### config.mk
export PLATFORM = sky130hd
export DESIGN_NAME = sram_burst_reader
export DESIGN_NICKNAME = d
export VERILOG_FILES = /design/src/rtl/sram_burst_reader.sv
export SDC_FILE = /design/constraint.sdc
export NUM_CORES = 1
export LEC_CHECK = 0
export ABC_AREA = 1
export BUFFER_PORTS_ARGS = -buffer_cell sky130_fd_sc_hd__buf_2
export CORE_MARGIN = 10
export CORE_UTILIZATION = 59
export CTS_CLUSTER_DIAMETER = 60
export CTS_CLUSTER_SIZE = 20
export DETAILED_ROUTE_END_ITERATION = 8
export GPL_TIMING_DRIVEN = 0
export PLACE_DENSITY = 0.95
export SKIP_CTS_REPAIR_TIMING = 1
export SYNTH_ARGS = -nofsm -noshare
export SYNTH_HDL_FRONTEND = slang
export SYNTH_SLANG_ARGS = --single-unit
### constraint.sdc
create_clock -name clock -period 3.9 [get_ports clock]
set_input_delay 0.195 -clock clock [delete_from_list [all_inputs] [get_ports clock]]
set_output_delay 0.195 -clock clock [all_outputs]
set_load 0.1 [all_outputs]
### src/rtl/sram_burst_reader.sv
// Burst read client for the 1R1W output-buffer SRAM: streams a word range out over valid/ready.
// Optional checksum on the output stream is enabled by defining SRAM_BURST_SUM_EN.
module sram_burst_reader #(
  parameter int AW = 14,
  parameter int DW = 16
) (
  input  logic          clock,
  input  logic          reset,
  input  logic          start,
  input  logic [AW-1:0] base_addr,
  input  logic [AW:0]   length,
  input  logic          abort,
  output logic [AW-1:0] ReadAddress,
  input  logic [DW-1:0] ReadBus,
  output logic [DW-1:0] out_data,
  output logic          out_valid,
  input  logic          out_ready,
  output logic          busy,
  output logic          done,
  output logic [DW-1:0] sum
);

  typedef enum logic [1:0] {IDLE, READ, DRAIN} state_e;

  state_e        state_q, state_d;
  logic [AW-1:0] addr_q, addr_d;
  logic [AW:0]   remaining_q, remaining_d;
  logic [DW-1:0] fifo_q [2];
  logic [DW-1:0] fifo_d [2];
  logic          wr_ptr_q, wr_ptr_d;
  logic          rd_ptr_q, rd_ptr_d;
  logic [1:0]    cnt_q, cnt_d;
  logic          busy_q, busy_d;
  logic          done_q, done_d;
  logic          push;
  logic          pop;

  assign out_valid   = (cnt_q != 2'd0);
  assign out_data    = fifo_q[rd_ptr_q];
  assign pop         = out_valid & out_ready;
  assign ReadAddress = addr_q;
  assign busy        = busy_q;
  assign done        = done_q;

  always_comb begin
    // NOTE: every variable gets a default first so no path leaves one unassigned (no latches).
    state_d     = state_q;
    addr_d      = addr_q;
    remaining_d = remaining_q;
    fifo_d      = fifo_q;
    wr_ptr_d    = wr_ptr_q;
    rd_ptr_d    = rd_ptr_q;
    cnt_d       = cnt_q;
    busy_d      = busy_q;
    done_d      = 1'b0;
    push        = 1'b0;

    if (abort) begin
      // Flush wins over everything, including a same-cycle start or pop; address holds.
      state_d     = IDLE;
      remaining_d = '0;
      wr_ptr_d    = 1'b0;
      rd_ptr_d    = 1'b0;
      cnt_d       = 2'd0;
      busy_d      = 1'b0;
    end else begin
      push = (state_q == READ) && (remaining_q != '0) && ((cnt_q != 2'd2) || pop);

      case (state_q)
        IDLE: begin
          if (start) begin
            if (length != '0) begin
              state_d     = READ;
              addr_d      = base_addr;
              remaining_d = length;
              busy_d      = 1'b1;
            end else begin
              done_d = 1'b1;
            end
          end
        end
        READ: begin
          if (remaining_q == '0) state_d = DRAIN;
        end
        DRAIN: begin
          if (cnt_q == 2'd0) begin
            state_d = IDLE;
            busy_d  = 1'b0;
            done_d  = 1'b1;
          end
        end
        default: state_d = IDLE;
      endcase

      // ReadBus already reflects addr_q this cycle; capture it and advance (wraps mod 2**AW).
      if (push) begin
        fifo_d[wr_ptr_q] = ReadBus;
        wr_ptr_d         = ~wr_ptr_q;
        addr_d           = addr_q + 1'b1;
        remaining_d      = remaining_q - 1'b1;
      end
      if (pop) rd_ptr_d = ~rd_ptr_q;

      case ({push, pop})
        2'b10:   cnt_d = cnt_q + 2'd1;
        2'b01:   cnt_d = cnt_q - 2'd1;
        default: cnt_d = cnt_q;
      endcase
    end
  end

  // NOTE: state registers use non-blocking assignments so all flops update from pre-edge values.
  always_ff @(posedge clock or posedge reset) begin
    if (reset) begin
      state_q     <= IDLE;
      addr_q      <= '0;
      remaining_q <= '0;
      // NOTE: the two FIFO entries are reset because out_data is read straight from the head entry.
      fifo_q      <= '{default: '0};
      wr_ptr_q    <= 1'b0;
      rd_ptr_q    <= 1'b0;
      cnt_q       <= 2'd0;
      busy_q      <= 1'b0;
      done_q      <= 1'b0;
    end else begin
      state_q     <= state_d;
      addr_q      <= addr_d;
      remaining_q <= remaining_d;
      fifo_q      <= fifo_d;
      wr_ptr_q    <= wr_ptr_d;
      rd_ptr_q    <= rd_ptr_d;
      cnt_q       <= cnt_d;
      busy_q      <= busy_d;
      done_q      <= done_d;
    end
  end

`ifdef SRAM_BURST_SUM_EN
  logic [DW-1:0] sum_q, sum_d;

  always_comb begin
    sum_d = sum_q;
    if (!abort) begin
      if ((state_q == IDLE) && start) sum_d = '0;
      else if (pop)                   sum_d = sum_q + out_data;
    end
  end

  always_ff @(posedge clock or posedge reset) begin
    if (reset) sum_q <= '0;
    else       sum_q <= sum_d;
  end

  assign sum = sum_q;
`else
  assign sum = '0;
`endif

endmodule
**Yosys cells after proc, flatten, opt, wreduce, memory -nomap -nowiden**

Index checks and enable logic that the tools add are counted.

- Input port bits: 50
- Register bits after elaboration: 69
- Logic and storage cells: 94
- Output and inout port bits: 49

- Add/subtract/negate cells: 4
- Equal/unequal tests: 9
- Magnitude comparators: 3
- Bitwise gates (word level): 6
- Reductions and logical operators: 25
- Mux-type cells: 37

Operators by type and width:

| operator | number |
|---|---|
| two-way mux 15 bit | 5 |
| two-way mux 16 bit | 4 |
| two-way mux 14 bit | 4 |
| bitwise mux 32 bit | 1 |
| nonzero test 15 bit | 2 |
| demux 16 bit (select 1 bit) | 1 |
| zero test 15 bit | 1 |
| nonzero test 3 bit | 5 |
| subtractor 15 x 1 -> 15 bit (second input constant) | 1 |
| adder 14 x 1 -> 14 bit (second input constant) | 1 |
| two-way mux 1 bit | 12 |
| two-way mux 2 bit | 6 |
| AND reduction 4 bit | 3 |
| nonzero test 2 bit | 6 |
| != test 3 bit (second input constant) | 3 |
| one-hot mux 2 bit (3 select lines) | 1 |
| == test 2 x 1 -> 1 bit (second input constant) | 2 |
| == test 2 bit (second input constant) | 2 |
| greater-or-equal comparator 2 bit (second input constant) | 2 |
| zero test 2 bit | 2 |
| NOT 1 -> 2 bit | 2 |
| one-hot mux 1 bit (2 select lines) | 2 |
| one-hot mux 2 bit (2 select lines) | 1 |
| logical AND 1 bit | 3 |
| other kinds (10) | 12 |

**Depth between registers and ports, before layout**

- Word-level depth: 7
- Gate-level depth with buffers: 12
- Depth with buffers taken out: 12

**Worst setup path before layout**

No wires, ideal clock.

- Path type: register to output
- From: register rd_ptr_q
- To: output out_data[12]
- Data arrival time: 2734 ps
- Path buffers: 1
- Path slack: 971 ps
- Required time: 3705 ps
- Cell stages (with the launch flop): 3
- Path through: dfrtp_1 -> clkbuf_1 -> o21ai_0

- Cells in the longest elaborated chain, start to end: 4

RTL lines:

| element | line | RTL |
|---|---|---|
| start: declaration | 31 | `logic rd_ptr_q, rd_ptr_d;` |
| start signal: assignment | 131 | `rd_ptr_q <= rd_ptr_d;` |
| NOT 1 -> 2 bit (not written as such) | 39 | `assign out_data = fifo_q[rd_ptr_q];` |
| two-way mux 16 bit (not written as such) (3 in series) | 39 |  |
| end: declaration | 15 | `output logic [DW-1:0] out_data,` |

Every way passes these cells. The select of a mux whose other input is x is not followed.

**Worst setup path in the final report**

- From: register rd_ptr_q
- To: output out_data[4]

Same word-level chain as after synthesis.

==> out/qor.txt <==
CP arrival = 1.93 ns
Yosys reg bits = 69
critical path required time = 3.70 ns
Setup Skew = 0.0159 ns
row cnt = 30
Routed WL per cell = 14.3 um
DIE AREA = 10900 um^2
P&R area growth vs syn = 18.9%
largest net degree at the start of global routing = 70
first-pass GRT wire length = 19600 um
RR Endpoint = ReadAddress[10]
starting density of the core = 0.613
ys async rst share = 1.00
crit start category = flop
Hold Fails Final Rpt = 0
cell leakage power = 2.77 nW
Cell Count, Final, Fillers Out = 810
layout cell share with drive strength beyond 1 = 0.215
Max-cap violations = 0
RSZ-0062 raised after global routing = no
post-DP HPWL = 8660 um
post-synthesis cell count = 600
FF-to-FF setup slack = 1.96 ns
crit end category = output port
area share of the largest cell type after synthesis = 0.410
chip height = 104 um
Synthesis Warnings = 0
synthesized area = 4210 um^2
Tot Pwr = 4.44 mW
Max IR drop VDD = 721 uV
Critical Path Fanout Max = 10
Fmax = 0.470 GHz
most area-hungry cell type in the Yosys netlist = dfrtp_1
total CTS buffers = 9
Setup-failing EPs final = 0
area occupied by multi-input gates = 2050 um^2
Hold Path Class = in2async
CTS clk-pin slew, worst paths = 0.09 ns
slew margin rel. = 0.439
I/O pins = 99
Via density = 5.24
predominant post-synthesis flop cell = dfrtp_1
post-route ant nets = 0
die width = 104 um
Placeable Area = 6870 um^2
Routability Congestion = 0.917
Initial DRC Count = 331
Worst-Skew Late Latency = 0.36 ns
top cells by count, synth = nand2_1 (218), dfrtp_1 (69), inv_1 (64)
clock buffer depth = 2
worst slew pin tran = 0.841 ns
Period Utilization, post-route = 0.546
DR vias = 4243
Synth area leaders = dfrtp_1 (41%), nand2_1 (19%), nand3_1 (6.4%)
drt total wl = 11600 um
dpl ws = 1.98 ns
initial antenna violation count = 1
drt drc = 0
Port Buffers = 82
Congestion Overflow GR = 0
# H-tree levels = 3
count leader, synth = nand2_1
Period minus WS final = 2.13 ns
Final WS setup = 1.77 ns
drt first pass iters = 5
Pins Over Slew Limit = 0
fillers = 572
sequential share of the synthesized area = 0.410
Clock Root Buffer = clkbuf_8
Cell variety after synth = 31
GRT Total Usage = 0.211
nets = 760
CTS tree = built
PD cells = 888 nW/um^2
status = complete, no violations
FF-to-FF path depth = 10
# clock sinks = 69
r2r startpoint = remaining_q[0]
number of global-route vias before repair = 4386
sequential cell area = 1730 um^2
Post-synth EDFFs = 0
Fin Setup TNS = 0 ns
Avg Inst Size Synth = 7.02 um^2
Placed Instances = 793
WS Path Type = reg2out
[through the flow]
step | utilization | hold WS, ns | cell area, um^2
after global routing | 0.729 | 0.0547 | 5010
after floorplan | - | 0.258 | 4270
after CTS | 0.729 | 0.0364 | 5000
after global placement | 0.699 | 0.415 | 4800
final | 0.729 | 0.00127 | 5010
after detailed placement | 0.699 | 0.418 | 4800
[cells in the final DEF (no fill, tap or decap), types with 5 or more instances in the layout]
master / netlist / routed
clkbuf_8: 0 / 9
nor2_2: 7 / 7
inv_1: 64 / 63
o21ai_0: 43 / 43
xor2_1: 10 / 10
o21ai_1: 24 / 24
nand2_2: 5 / 5
dfrtp_1: 69 / 69
nand3_1: 54 / 54
a21oi_1: 5 / 5
nand2_1: 218 / 218
clkbuf_1: 5 / 5
xnor2_1: 5 / 5
nor2_1: 33 / 33
conb_1: 1 / 16
buf_2: 10 / 92
nand3b_1: 5 / 5
buf_4: 18 / 18
[kinds of logic after synthesis]
group	Yosys count	synth area share
xor gates and xnor gates	15	0.0312
AOI/OAI and AO/OA	75	0.0909
buffers and inverters	104	0.116
DFF	69	0.410
adders and majority gates	2	0.00594
other	1	0.000890
and+or+nand+nor	334	0.345
[flip-flops by register name (all words and copies together), names as in the netlist]
name	flops
wr_ptr_q	1
ReadAddress	14
rd_ptr_q	1
busy	1
done	1
state_q	2
cnt_q	2
fifo_q	32
remaining_q	15
[routing by layer]
metal,wire (um),vias up,track usage
li1,-,2065,-
met1,4760,1968,0.253
met2,5690,177,0.353
met3,817,33,0.0452
met4,319,0,0.0924
met5,0,-,0
[worst max-delay path by stage]
stage               slack, ns  cells past startpoint            from               to
floorplan                0.97                      2        rd_ptr_q     out_data[12]
global placement         1.17                      2           reset  ReadAddress[12]
detailed placement       1.98                     10  remaining_q[0]  ReadAddress[10]
CTS                      1.79                      4        rd_ptr_q      out_data[4]
global route             1.64                      4        rd_ptr_q      out_data[4]
finish                   1.77                      4        rd_ptr_q      out_data[4]
[power breakdown]
part | switching [mW] | total [mW] | internal [mW]
Sequential | 0.224 | 1.21 | 0.990
Clock | 0.315 | 0.618 | 0.303
Combinational | 2.10 | 2.61 | 0.510
[critical path, cell delays in order, from the launching register on]
cell	delay [ns]
dfrtp_1	0.46
clkbuf_1	0.39
nand2_1	0.12
o21ai_0	0.13
buf_2	0.47
[final cells by class]
cell class,instances,share of cell area
Timing Repair Buffer,82,0.0820
Sequential cell,69,0.345
Multi-Input combinational cell,442,0.410
Buffer,36,0.0460
Clock buffer,9,0.0247
Antenna cell,1,0.000500
Inverter,68,0.0520
Clock inverter,7,0.0160
Tap cell,96,0.0240
(Power assumes the default switching activity.)
